**src/rtl/fifo_write_ctrl_if.sv**
```systemverilog
// Write-controller bus: write request/data, read acknowledge, storage taps and status.
// Latency: none, pure signal bundle.
// Backpressure: none here; full/wr_err report refused writes to the producer.
interface fifo_write_ctrl_if #(
  parameter int WIDTH = 32
);

  // Producer and read-side inputs to the controller
  logic             wr_en;
  logic [WIDTH-1:0] din;
  logic             rd_ack;

  // Storage register taps feeding the read-side 8:1 mux
  logic [WIDTH-1:0] to_reg0;
  logic [WIDTH-1:0] to_reg1;
  logic [WIDTH-1:0] to_reg2;
  logic [WIDTH-1:0] to_reg3;
  logic [WIDTH-1:0] to_reg4;
  logic [WIDTH-1:0] to_reg5;
  logic [WIDTH-1:0] to_reg6;
  logic [WIDTH-1:0] to_reg7;

  // Pointers, occupancy and registered write status
  logic [2:0]       rd_ptr;
  logic [2:0]       wr_ptr;
  logic [3:0]       count;
  logic             full;
  logic             empty;
  logic             wr_ack;
  logic             wr_err;

  // Side that issues writes and read acknowledges
  modport master (
    output wr_en, din, rd_ack,
    input  to_reg0, to_reg1, to_reg2, to_reg3,
    input  to_reg4, to_reg5, to_reg6, to_reg7,
    input  rd_ptr, wr_ptr, count, full, empty, wr_ack, wr_err
  );

  // The controller itself
  modport slave (
    input  wr_en, din, rd_ack,
    output to_reg0, to_reg1, to_reg2, to_reg3,
    output to_reg4, to_reg5, to_reg6, to_reg7,
    output rd_ptr, wr_ptr, count, full, empty, wr_ack, wr_err
  );

endinterface

```
**src/rtl/fifo_write_ctrl.sv**
```systemverilog
// Write side of an 8-entry register FIFO: storage, pointers, occupancy and write status.
// Latency: accepted data visible on to_regN one cycle after the write edge; wr_ack/wr_err one cycle after.
// Backpressure: writes while full are dropped and flagged with wr_err; reads while empty are ignored.
module fifo_write_ctrl #(
  parameter int WIDTH = 32
) (
  input logic              clk,
  input logic              reset_n,
  fifo_write_ctrl_if.slave bus
);

  typedef enum logic [1:0] {
    IDLE     = 2'd0,
    WRITE    = 2'd1,
    WR_ERROR = 2'd2
  } state_t;

  state_t           state;
  state_t           state_nxt;

  logic [WIDTH-1:0] regs [8];
  logic [2:0]       wr_ptr_q;
  logic [2:0]       rd_ptr_q;
  logic [3:0]       count_q;

  logic             full_w;
  logic             empty_w;
  logic             wr_accept;
  logic             rd_accept;
  logic [7:0]       wr_sel;
  logic             wr_ack_w;
  logic             wr_err_w;

  // Flags come straight from the occupancy counter so they are exact in the same cycle.
  assign full_w    = (count_q == 4'd8);
  assign empty_w   = (count_q == 4'd0);

  // Both acceptance decisions use the pre-edge occupancy: a simultaneous read never
  // makes room for a write in the same cycle, and a simultaneous write never feeds a read.
  assign wr_accept = bus.wr_en  & ~full_w;
  assign rd_accept = bus.rd_ack & ~empty_w;

  // One-hot decode of the write pointer, gated by write acceptance
  always_comb begin
    wr_sel = 8'b0000_0000;
    if (wr_accept) begin
      case (wr_ptr_q)
        3'd0:    wr_sel = 8'b0000_0001;
        3'd1:    wr_sel = 8'b0000_0010;
        3'd2:    wr_sel = 8'b0000_0100;
        3'd3:    wr_sel = 8'b0000_1000;
        3'd4:    wr_sel = 8'b0001_0000;
        3'd5:    wr_sel = 8'b0010_0000;
        3'd6:    wr_sel = 8'b0100_0000;
        default: wr_sel = 8'b1000_0000;
      endcase
    end
  end

  // Storage: only the selected register loads; reads never disturb contents
  always_ff @(posedge clk or negedge reset_n) begin
    if (!reset_n) begin
      for (int i = 0; i < 8; i++) begin
        regs[i] <= '0;
      end
    end else begin
      for (int i = 0; i < 8; i++) begin
        if (wr_sel[i]) begin
          regs[i] <= bus.din;
        end
      end
    end
  end

  // Write pointer advances per accepted write, wrapping naturally at 3 bits
  always_ff @(posedge clk or negedge reset_n) begin
    if (!reset_n) begin
      wr_ptr_q <= 3'd0;
    end else if (wr_accept) begin
      wr_ptr_q <= wr_ptr_q + 3'd1;
    end
  end

  // Read pointer advances per valid read acknowledge
  always_ff @(posedge clk or negedge reset_n) begin
    if (!reset_n) begin
      rd_ptr_q <= 3'd0;
    end else if (rd_accept) begin
      rd_ptr_q <= rd_ptr_q + 3'd1;
    end
  end

  // Occupancy: a write and a read in the same cycle cancel out
  always_ff @(posedge clk or negedge reset_n) begin
    if (!reset_n) begin
      count_q <= 4'd0;
    end else begin
      case ({wr_accept, rd_accept})
        2'b10:   count_q <= count_q + 4'd1;
        2'b01:   count_q <= count_q - 4'd1;
        default: count_q <= count_q;
      endcase
    end
  end

  // Status state register
  always_ff @(posedge clk or negedge reset_n) begin
    if (!reset_n) begin
      state <= IDLE;
    end else begin
      state <= state_nxt;
    end
  end

  // Next status depends only on this cycle's request, never on the previous status
  always_comb begin
    state_nxt = IDLE;
    if (bus.wr_en) begin
      if (wr_accept) begin
        state_nxt = WRITE;
      end else begin
        state_nxt = WR_ERROR;
      end
    end
  end

  // Status outputs decoded from the registered state
  always_comb begin
    wr_ack_w = 1'b0;
    wr_err_w = 1'b0;
    case (state)
      WRITE:    wr_ack_w = 1'b1;
      WR_ERROR: wr_err_w = 1'b1;
      default: begin
        wr_ack_w = 1'b0;
        wr_err_w = 1'b0;
      end
    endcase
  end

  assign bus.wr_ack  = wr_ack_w;
  assign bus.wr_err  = wr_err_w;
  assign bus.full    = full_w;
  assign bus.empty   = empty_w;
  assign bus.count   = count_q;
  assign bus.wr_ptr  = wr_ptr_q;
  assign bus.rd_ptr  = rd_ptr_q;

  assign bus.to_reg0 = regs[0];
  assign bus.to_reg1 = regs[1];
  assign bus.to_reg2 = regs[2];
  assign bus.to_reg3 = regs[3];
  assign bus.to_reg4 = regs[4];
  assign bus.to_reg5 = regs[5];
  assign bus.to_reg6 = regs[6];
  assign bus.to_reg7 = regs[7];

endmodule

```
**src/flat_wrapper.sv**
```systemverilog
// flat-port wrapper written by rule: the top's interface ports become plain ports
module fifo_write_ctrl_flat 
#(
  parameter int WIDTH = 32
)
  (clk, reset_n, bus_wr_en, bus_din, bus_rd_ack, bus_to_reg0, bus_to_reg1, bus_to_reg2, bus_to_reg3, bus_to_reg4, bus_to_reg5, bus_to_reg6, bus_to_reg7, bus_rd_ptr, bus_wr_ptr, bus_count, bus_full, bus_empty, bus_wr_ack, bus_wr_err);
  fifo_write_ctrl_if #(.WIDTH(WIDTH)) bus_i ();
  input logic clk;
  input logic reset_n;
  input wire logic [$bits(bus_i.wr_en)-1:0] bus_wr_en;
  input wire logic [$bits(bus_i.din)-1:0] bus_din;
  input wire logic [$bits(bus_i.rd_ack)-1:0] bus_rd_ack;
  output wire logic [$bits(bus_i.to_reg0)-1:0] bus_to_reg0;
  output wire logic [$bits(bus_i.to_reg1)-1:0] bus_to_reg1;
  output wire logic [$bits(bus_i.to_reg2)-1:0] bus_to_reg2;
  output wire logic [$bits(bus_i.to_reg3)-1:0] bus_to_reg3;
  output wire logic [$bits(bus_i.to_reg4)-1:0] bus_to_reg4;
  output wire logic [$bits(bus_i.to_reg5)-1:0] bus_to_reg5;
  output wire logic [$bits(bus_i.to_reg6)-1:0] bus_to_reg6;
  output wire logic [$bits(bus_i.to_reg7)-1:0] bus_to_reg7;
  output wire logic [$bits(bus_i.rd_ptr)-1:0] bus_rd_ptr;
  output wire logic [$bits(bus_i.wr_ptr)-1:0] bus_wr_ptr;
  output wire logic [$bits(bus_i.count)-1:0] bus_count;
  output wire logic [$bits(bus_i.full)-1:0] bus_full;
  output wire logic [$bits(bus_i.empty)-1:0] bus_empty;
  output wire logic [$bits(bus_i.wr_ack)-1:0] bus_wr_ack;
  output wire logic [$bits(bus_i.wr_err)-1:0] bus_wr_err;
  assign bus_i.wr_en = bus_wr_en;
  assign bus_i.din = bus_din;
  assign bus_i.rd_ack = bus_rd_ack;
  assign bus_to_reg0 = bus_i.to_reg0;
  assign bus_to_reg1 = bus_i.to_reg1;
  assign bus_to_reg2 = bus_i.to_reg2;
  assign bus_to_reg3 = bus_i.to_reg3;
  assign bus_to_reg4 = bus_i.to_reg4;
  assign bus_to_reg5 = bus_i.to_reg5;
  assign bus_to_reg6 = bus_i.to_reg6;
  assign bus_to_reg7 = bus_i.to_reg7;
  assign bus_rd_ptr = bus_i.rd_ptr;
  assign bus_wr_ptr = bus_i.wr_ptr;
  assign bus_count = bus_i.count;
  assign bus_full = bus_i.full;
  assign bus_empty = bus_i.empty;
  assign bus_wr_ack = bus_i.wr_ack;
  assign bus_wr_err = bus_i.wr_err;
  fifo_write_ctrl #(.WIDTH(WIDTH)) u_core (.clk(clk), .reset_n(reset_n), .bus(bus_i));
endmodule
```
**config.mk**
```make
export PLATFORM = sky130hd
export DESIGN_NAME = fifo_write_ctrl_flat
export DESIGN_NICKNAME = d
export VERILOG_FILES = /design/src/rtl/fifo_write_ctrl_if.sv /design/src/rtl/fifo_write_ctrl.sv /design/src/flat_wrapper.sv
export SDC_FILE = /design/constraint.sdc
export NUM_CORES = 1
export LEC_CHECK = 0
export BUFFER_PORTS_ARGS = -buffer_cell sky130_fd_sc_hd__clkbuf_2
export CAP_MARGIN = 20
export CORE_MARGIN = 5
export CORE_UTILIZATION = 40
export CTS_BUF_LIST = sky130_fd_sc_hd__clkbuf_4 sky130_fd_sc_hd__clkbuf_8
export CTS_CLUSTER_DIAMETER = 60
export DETAILED_ROUTE_END_ITERATION = 6
export PLACE_DENSITY = 0.77
export SYNTH_ARGS = -nofsm -noshare
export SYNTH_HDL_FRONTEND = slang
export SYNTH_SLANG_ARGS = --single-unit
```
**constraint.sdc**
```tcl
create_clock -name clk -period 2.7 [get_ports clk]
set_input_delay 0.27 -clock clk [delete_from_list [all_inputs] [get_ports clk]]
set_output_delay 0.27 -clock clk [all_outputs]
set_load 0.01 [all_outputs]
```
==> results_dict.tcl <==
set metrics [dict create \
    grt_util_all_layers_pct 17.3 \
    powerDensity_mw_per_mm2 1330 \
    grt_pass1_vias 7205 \
    vias 6504 \
    critPathMaxStageDelay_ns 0.66 \
    crit_path_end_kind "register" \
    cts_tree "built" \
    drc_errors 0 \
    finClkSkew_ns 0.0237 \
    startpoint "u_core.bus.count[1]" \
    core-area_mm2 0.0261 \
    finalCritPeriodShare_pct 96.5 \
    path_clk_slew_ns 0.06 \
    overflow 0 \
    dieArea_mm2 0.0299 \
    tns_ns 0 \
    worstMarginPinSlew_ns 0.519 \
    worstPathCellList "or4b_4 -> nand2_8 -> ha_4 -> ha_4 -> or4b_2 -> o311ai_1 -> o211ai_1" \
    cts.sinks 268 \
    grt_max_degree 73 \
    ys_types 32 \
    yosysSeqAreaShare_pct 63.2 \
    hold_viol 0 \
    internal_power_mw 11.7 \
    fin_util_pct 51.6 \
    path_class "register to register" \
    ant_nets 0 \
    cts.path.max_buffers 3 \
    root_buffer "clkbuf_8" \
    cpMostUsedCell "ha_4" \
    power.combinational.fraction_pct 40.4 \
    use_met3_pct 6.38 \
    start_util_pct 40.7 \
    p_leak_nw 6.66 \
    crit_slowest_cell "or4b_2" \
    crit_fanout 9 \
    fp.dieW_um 173 \
    post_cts_buffers 0 \
    hpwl_um 18400 \
    first_pass_iters 4 \
    dpl.cell_count 1252 \
    routed_via_density 4.90 \
    grt_first_pass_wirelength_um 42200 \
    yosys_warnings 0 \
    syn_inst 615 \
    use_met1_pct 22.7 \
    synth-async-reset-ratio_pct 100 \
    p_sw_share_pct 34.6 \
    fmax_ghz 0.384 \
    postCtsHoldBufs 1 \
    ys_ff_latch 268 \
    critPathArrivalTime_ns 2.99 \
    worstSkewPairLatency_ns 0.53 \
    cts-resized-gates 0 \
    netSwitchingPower_mw 6.18 \
    num_rows 59 \
    synth_largest_area_cell "dfrtp_1" \
    boundaryPins 306 \
    synthFlopType "dfrtp_1" \
    wire_per_inst_um 19.8 \
    slew_headroom_pct 65.4 \
    synthTopCellsByArea "dfrtp_1, mux2_2, mux2_4" \
    critPathRequiredTime_ns 3.09 \
    grt_use_met2_pct 27.4 \
    r2r-start "u_core.bus.count[1]" \
    area_growth_pct 26.6 \
    hp-start "bus_wr_en" \
    fin_cells 1326 \
    fin_nets 1010 \
    seqPwrFrac_pct 40.7 \
    place_congestion 0.793 \
    diodes 0 \
    ir_drop_mv 0.688 \
    antenna_found_initial 0 \
    slew_viol_final 0 \
    synthDominantCellAreaShare_pct 63.2 \
    drv_cap 0 \
    period_needed_ns 2.61 \
    synth.net_count 661 \
    synth_area_mm2 0.0106 \
    avgSynthCellArea_um2 17.3 \
    die_y_um 173 \
    status "finished clean" \
    pwr-share-clk_pct 19.0 \
    grt_busiest_layer "met2" \
    synth-edff-count 0 \
    hold_class "primary input to register" \
    port_buffers 305 \
    post_route_cells_drive_above_1_share_pct 66.5 \
    grt_setup_unrepaired "no" \
    cts_made_buffers 44 \
    finalSetupViolCount 0 \
    cp-start-kind "register" \
    routed_wl_um 26200 \
    h-tree-depth 2 \
    drt_iter0_markers 290 \
]
[through the flow]
| step | hold WS (ns) | cell area [um2] | total power, mW | setup WS [ns] |
|---|---|---|---|---|
| after floorplan | -0.0256 | 10700 | 11.5 | 0.00550 |
| after global placement | 0.255 | 12600 | 14.4 | 0.129 |
| after detailed placement | 0.257 | 12600 | 14.6 | 0.0969 |
| after CTS | 0.0411 | 13400 | 18.1 | 0.0916 |
| after global routing | 0.0476 | 13400 | 19.0 | 0.00551 |
| final | 0.0768 | 13400 | 17.9 | 0.0945 |
[routing by layer]
layer	up-vias	part of all wire (%)
li1	2895	-
met5	-	0
met4	0	2.2
met3	40	8.2
met1	3329	42
met2	240	47
[cell usage in the layout, fill, tap and decap left out, drive strengths merged]
cell type and instances:
clkbuf 372, mux2 258, xor2 1, and2 1, buf 26, or4b 2, a2111o 1, clkinvlp 1
o41ai 1, nand2 6, dlygate4sd3 1, o21ai 1, o311ai 1, nor3b 3, clkinv 3, nand4 6
o2111ai 1, xnor2 4, mux2i 2, a21oi 2, nor2b 2, inv 12, fa 1, nand3 3
ha 9, nor4 1, dfrtp 268, o211ai 1, nor3 1
[cell type report]
type / instances / area [um2]
Fill cell: 2194 / 12600
Sequential cell: 268 / 6710
Tap cell: 335 / 419
Clock buffer: 68 / 805
Timing Repair Buffer: 331 / 1850
Inverter: 11 / 41.3
Clock inverter: 5 / 31.3
Multi-Input combinational cell: 308 / 3590
[cells by family after synthesis]
logic type	after synthesis	share of synthesized area (%)
flip-flops	268	63.2
AND/OR/NAND/NOR	25	2.32
buffers and inverters	39	3.48
XOR/XNOR	5	0.413
multiplexers	260	28.6
AO/OA/AOI/OAI	8	0.731
adder cells (fa/ha/maj)	10	1.25
[cells in the mapped netlist (2+ instances only)]
master	count
a21oi_1	2
dfrtp_1	268
nor2b_1	2
mux2_2	212
nand3_1	2
xnor2_1	4
mux2_4	30
nand2_1	6
ha_1	9
buf_6	23
mux2i_1	2
nor3b_1	3
nand4_4	6
inv_1	11
buf_12	3
mux2_1	16
[state kept, by name, indices dropped and copies added (netlist names)]
register            count
u_core.bus.count        4
u_core.bus.rd_ptr       3
u_core.bus.to_reg0     32
u_core.bus.to_reg1     32
u_core.bus.to_reg2     32
u_core.bus.to_reg3     32
u_core.bus.to_reg4     32
u_core.bus.to_reg5     32
u_core.bus.to_reg6     32
u_core.bus.to_reg7     32
u_core.bus.wr_ptr       3
u_core.state            2
[path summary, 6_finish.rpt]
| check | to | slack, ns | cells past startpoint |
|---|---|---|---|
| max | u_core.bus.count[3] | 0.09 | 7 |
| min | u_core.state[0] | 0.08 | 3 |
| max reg2reg | u_core.bus.count[3] | 0.09 | 7 |
| min reg2reg | u_core.bus.rd_ptr[2] | 0.47 | 1 |
| max in group asynchronous | u_core.bus.to_reg1[15] | 1.62 | 3 |
| min in group asynchronous | u_core.bus.to_reg0[1] | 0.30 | 2 |
[power groups by stage]
stage | combinational (mW) | sequential, mW | clock [mW]
2_1_floorplan | 3.35 | 8.10 | 0
3_3_place_gp | 7.18 | 7.21 | 0
3_5_place_dp | 7.35 | 7.30 | 0
4_1_cts | 7.37 | 7.26 | 3.50
5_1_grt | 7.80 | 7.52 | 3.70
6_report | 7.21 | 7.26 | 3.39
[worst max-delay path, delay by kind of cell, from the launching register on]
family / cells / cell delay, ns
and+or+nand+nor: 3 / 1.39
DFF: 1 / 0.45
adders and majority gates: 2 / 0.43
AOI/OAI and AO/OA: 2 / 0.23
No activity file was read; power rests on OpenSTA's default activity.
